`src/rtl/pixel_frame_writer.sv`:
```
// Raster-order frame memory writer: measures width/height, flags line-length errors.
// Optional FRAME_WRITER_RGB_SWAP_EN reverses byte order of each pixel (BGR -> RGB).
module pixel_frame_writer #(
  parameter int MAX_W  = 512,
  parameter int MAX_H  = 512,
  parameter int ADDR_W = 18,
  parameter int DIM_W  = 10
) (
  input  logic              Clk_in,
  input  logic              Rst_in,
  input  logic              pixel_ready,
  input  logic              pixel_valid,
  input  logic              line_end,
  input  logic [23:0]       pixel_data,
  output logic              mem_we,
  output logic [ADDR_W-1:0] mem_addr,
  output logic [23:0]       mem_wdata,
  output logic [DIM_W-1:0]  img_width,
  output logic [DIM_W-1:0]  img_height,
  output logic              frame_done,
  output logic              err_line,
  output logic              busy
);

  typedef enum logic [1:0] {IDLE, FIRST_LINE, LINES} state_t;

  state_t            state_reg, state_next;
  logic [DIM_W-1:0]  col_reg, col_next, row_reg, row_next;
  logic [DIM_W-1:0]  width_reg, width_next, height_reg, height_next;
  logic [ADDR_W-1:0] base_reg, base_next, addr_reg, addr_next;
  logic [23:0]       wdata_reg, wdata_next, pixel_out;
  logic              ready_q_reg, we_reg, we_next, done_reg, done_next;
  logic              err_reg, err_next, busy_reg;

  logic              start, cur_first, overflow, accept;
  logic [DIM_W-1:0]  cur_col, cur_row, col_after;
  logic [ADDR_W-1:0] cur_base;

`ifdef FRAME_WRITER_RGB_SWAP_EN
  for (genvar gi = 0; gi < 3; gi++) begin : g_swap
    assign pixel_out[gi*8 +: 8] = pixel_data[(2-gi)*8 +: 8];
  end
`else
  assign pixel_out = pixel_data;
`endif

  // The frame-start cycle behaves as a FIRST_LINE cycle with all counters cleared.
  assign start     = (state_reg == IDLE) && pixel_ready && !ready_q_reg;
  assign cur_first = start || (state_reg == FIRST_LINE);
  assign cur_col   = start ? '0 : col_reg;
  assign cur_row   = start ? '0 : row_reg;
  assign cur_base  = start ? '0 : base_reg;
  assign overflow  = pixel_valid && ((cur_col == DIM_W'(MAX_W)) ||
                     ((cur_col == '0) && (cur_row == DIM_W'(MAX_H))));
  assign accept    = pixel_valid && !overflow;
  assign col_after = cur_col + DIM_W'(accept);

  always_comb begin
    state_next  = state_reg;
    col_next    = col_reg;
    row_next    = row_reg;
    base_next   = base_reg;
    width_next  = width_reg;
    height_next = height_reg;
    err_next    = err_reg;
    addr_next   = addr_reg;
    wdata_next  = wdata_reg;
    we_next     = 1'b0;
    done_next   = 1'b0;
    if (start) begin
      width_next  = '0;
      height_next = '0;
      err_next    = 1'b0;
      state_next  = FIRST_LINE;
    end
    if ((state_reg != IDLE) && !pixel_ready) begin
      // An unterminated partial line still counts as a line.
      height_next = row_reg + DIM_W'(col_reg != '0);
      if ((state_reg == FIRST_LINE) && (col_reg != '0))
        width_next = col_reg;
      done_next  = 1'b1;
      state_next = IDLE;
    end else if (start || (state_reg != IDLE)) begin
      if (overflow)
        err_next = 1'b1;
      if (accept) begin
        we_next    = 1'b1;
        addr_next  = cur_base + ADDR_W'(cur_col);
        wdata_next = pixel_out;
      end
      col_next  = col_after;
      row_next  = cur_row;
      base_next = cur_base;
      if (line_end && (col_after != '0)) begin
        col_next = '0;
        row_next = cur_row + DIM_W'(1);
        if (cur_first) begin
          width_next = col_after;
          base_next  = ADDR_W'(col_after);
          state_next = LINES;
        end else begin
          if (col_after != width_reg)
            err_next = 1'b1;
          base_next = cur_base + ADDR_W'(width_reg);
        end
      end
    end
  end

  always_ff @(posedge Clk_in or posedge Rst_in) begin
    if (Rst_in) begin
      state_reg   <= IDLE;
      col_reg     <= '0;
      row_reg     <= '0;
      base_reg    <= '0;
      width_reg   <= '0;
      height_reg  <= '0;
      addr_reg    <= '0;
      wdata_reg   <= '0;
      ready_q_reg <= 1'b0;
      we_reg      <= 1'b0;
      done_reg    <= 1'b0;
      err_reg     <= 1'b0;
      busy_reg    <= 1'b0;
    end else begin
      state_reg   <= state_next;
      col_reg     <= col_next;
      row_reg     <= row_next;
      base_reg    <= base_next;
      width_reg   <= width_next;
      height_reg  <= height_next;
      addr_reg    <= addr_next;
      wdata_reg   <= wdata_next;
      ready_q_reg <= pixel_ready;
      we_reg      <= we_next;
      done_reg    <= done_next;
      err_reg     <= err_next;
      busy_reg    <= (state_next != IDLE);
    end
  end

  assign mem_we     = we_reg;
  assign mem_addr   = addr_reg;
  assign mem_wdata  = wdata_reg;
  assign img_width  = width_reg;
  assign img_height = height_reg;
  assign frame_done = done_reg;
  assign err_line   = err_reg;
  assign busy       = busy_reg;

endmodule
```
`config.mk`:
```
export PLATFORM = sky130hd
export DESIGN_NAME = pixel_frame_writer
export DESIGN_NICKNAME = d
export VERILOG_FILES = /design/src/rtl/pixel_frame_writer.sv
export SDC_FILE = /design/constraint.sdc
export NUM_CORES = 1
export LEC_CHECK = 0
export BUFFER_PORTS_ARGS = -buffer_cell sky130_fd_sc_hd__buf_2
export CORE_UTILIZATION = 56
export DETAILED_ROUTE_END_ITERATION = 10
export PLACE_DENSITY = 0.89
export SYNTH_ARGS = -nofsm -noshare
export SYNTH_HDL_FRONTEND = slang
export SYNTH_SLANG_ARGS = --single-unit
```
`constraint.sdc`:
```
create_clock -name Clk_in -period 5.4 [get_ports Clk_in]
set_input_delay 1.08 -clock Clk_in [delete_from_list [all_inputs] [get_ports Clk_in]]
set_output_delay 1.08 -clock Clk_in [all_outputs]
set_load 0.02 [all_outputs]
```
==> metrics.txt <==
multiplexer share of the synthesized area 5.68%; most used flip-flop cell after synthesis dfrtp_1; syn nets around 720; part of the power in registers slightly below 40%; post-cts sizing count 0; switching pwr 1.22 mW; Hold WS a little under 0.5 ns; Yosys reg bits 107; largest family of logic cells by synthesized area compound AO/OA/AOI/OAI gates; Die W 108 µm; layout cells sized above 1 a little over a fifth; first-pass GRT wire length 26000 µm; DRC viols 0; pin count of the biggest net entering global routing 67; EDFF count, synth 0; initial antenna violation count 0; Int Power 1.72 mW; # hold bufs at CTS 0; Final Non-Filler Cells about 900; TritonCTS clock tree built; Critical Path Fanout Max 12; arrival time at the worst endpoint 5.13 ns; fin crit share between 80% and 90%; total track usage 29.0%; clk buf depth 2; Compound-Gate Fraction of Synth Area between 15 and 20%; Crit path largest cell delay roughly 0.53 ns; worst hold path type register to register; VDD IR max 0.243 mV; status complete, no violations; initial core utilization 57.9%; critical path data required time roughly 5.7 ns; Synth Area in Simple Gates between 15 and 20%; clk sink count around 110; setup repair after global routing missed its margin false; commonest cells after routing, fill and taps aside 107 x dfrtp_1, 94 x buf_2, 81 x nand2_1, 49 x nor2_1, 44 x a21oi_1; core region area around 11000 µm²; cell area power density approximately 410 nW/µm²; xor/xnor cell area share of the yosys netlist 7.09%; number of global-route vias before repair 5133; Worst-Skew Late Latency roughly 0.39 ns; async set-reset flop share out of synthesis 100%; Slew Viols, Final 0; dpl hpwl 11700 µm; Mapped Cells 667; Vias 5408; setup_tns 0 ns; commonest non-fill, non-tap cell in the layout dfrtp_1; Crit. End Element register; Sw Share 41.4%; Comb pwr share 42.6%; 1st-pass router iterations 5; Worst-path clk slew 0.09 ns; Worst Tran Pin Value 1.18 ns; synthesized area 6300 µm²; WS Path Type input pin to register; Post-Route WL 16200 µm; adder and majority cell fraction of the synthesized area roughly 5.8%; Via-to-Cell Ratio 6.04; leakage power ~3.4 nW; Mapped Avg Cell Area between 9 and 10 µm²; Placement Rows 38; H-tree Lvls 3; Synth cell types 64; layout net count 807; Max-Cap Viols 0; Initial DRC Count 404; Rel. slew slack 21.2%; clock network fraction of design power 17.6%; clk_skew 0.0142 ns; register area share after synthesis roughly 43%; IO buf count 94; Setup Viol. Count Final 0; gpl congestion 0.919; postcts setup bufs 0; Layout area overhead 12.9%; Warnings, synthesis 0; num ports 95; worst path cell trace buf_2 > or4b_4 > nand2_1 > ha_1 > nand3_1 > nor4_1 > o21ai_0 > and2_1 > ha_1 > ha_1 > nand3_1 > nor2_1 > mux2_4 > o41a_1 > o21ai_4 > a221oi_1 > a21oi_1; Num CTS Buffers 9; CP startpoint kind input pin; Crit-path slowest cell or4b_4; Die Y approximately 110 µm; Fin. Hold Viols 0; Final ANT Viol Nets 0; Die ar. between 10000 and 15000 µm²; max reg flops 24; final core area utilization 65.3%; antenna cell count 0; CTS root buf clkbuf_8; routed len/inst 18.1 µm; most used cell, CP ha_1; grt total ovfl 0; fmax 207 MHz; DP Cell Count between 800 and 900; Min Clock Period, post-route 4.82 ns
==> metrics by stage <==
stage               setup WS, ns  instance area [µm²]  power, mW
global route               0.341                 7110       3.13
floorplan                  0.360                 6300       2.03
detailed placement         0.246                 6910       2.42
global placement           0.478                 6910       2.37
CTS                        0.636                 7110       2.93
finish                     0.575                 7110       2.94
==> metal layers <==
layer | wire length [µm] | GRT usage (%) | up-vias | part of all wire [%]
met5 | 0 | 0 | - | 0
met4 | 362 | 12.3 | 0 | 2.2
met3 | 1220 | 5.24 | 26 | 7.5
met2 | 7400 | 44.8 | 252 | 46
met1 | 7220 | 40.1 | 2592 | 45
li1 | - | - | 2538 | -
==> synth_stat cells, drive strengths merged, types with 9 or more instances <==
cell type / count / area share [%]
mux2: 27 / 4.9
xor2: 22 / 3.1
a22o: 18 / 2.5
buf: 10 / 1.0
nand2: 81 / 4.8
inv: 23 / 1.4
nand4: 11 / 1.1
xnor2: 29 / 4.0
a221oi: 9 / 1.3
o21ai: 44 / 3.7
dfrtp: 107 / 43
nor2: 51 / 3.1
a21oi: 45 / 3.6
clkbuf: 27 / 1.6
nand3: 18 / 1.4
ha: 26 / 5.2
and2: 23 / 2.3
==> cells by family (layout without fill, tap and decap cells) <==
family	after synthesis	count (layout)
buffers and inverters	60	148
and+or+nand+nor	222	222
adders and majority gates	28	28
DFF	107	107
AOI/OAI and AO/OA	167	167
xor gates and xnor gates	51	51
muxes	32	32
==> worst paths after layout <==
check	from	endpoint	slack, ns	cells past startpoint
worst max register to register	state_reg[1]	img_width[6]	0.84	16
worst min register to register	mem_addr[4]	mem_addr[4]	0.49	2
worst min-delay path	mem_addr[4]	mem_addr[4]	0.49	2
max in group asynchronous	Rst_in	img_width[6]	3.50	3
min in group asynchronous	Rst_in	base_reg[11]	0.84	2
worst max-delay path	pixel_ready	img_width[6]	0.58	17
==> worst max-delay path, delay by kind of cell <==
kind                     cells  cell delay, ns
buffers and inverters        1            0.19
adder cells (fa/ha/maj)      3            0.65
AO/OA/AOI/OAI                5            1.47
multiplexers                 1            0.36
AND/OR/NAND/NOR              7            1.38
==> final cells by class <==
class | instances | area [µm²]
Timing Repair Buffer | 109 | 583
Fill cell | 903 | 3780
Multi-Input combinational cell | 500 | 3380
Inverter | 23 | 88.8
Clock inverter | 3 | 43.8
Clock buffer | 13 | 159
Tap cell | 140 | 175
Sequential cell | 107 | 2680
==> power groups by stage <==
stage                     Sequential (mW)  Combinational [mW]  Clock, mW
after floorplan                      1.28               0.745          0
after global placement               1.16                1.21          0
after detailed placement             1.18                1.24          0
after CTS                            1.16                1.25      0.523
after global routing                 1.19                1.38      0.557
final                                1.17                1.25      0.518
Power figures use the tool's default switching activity.
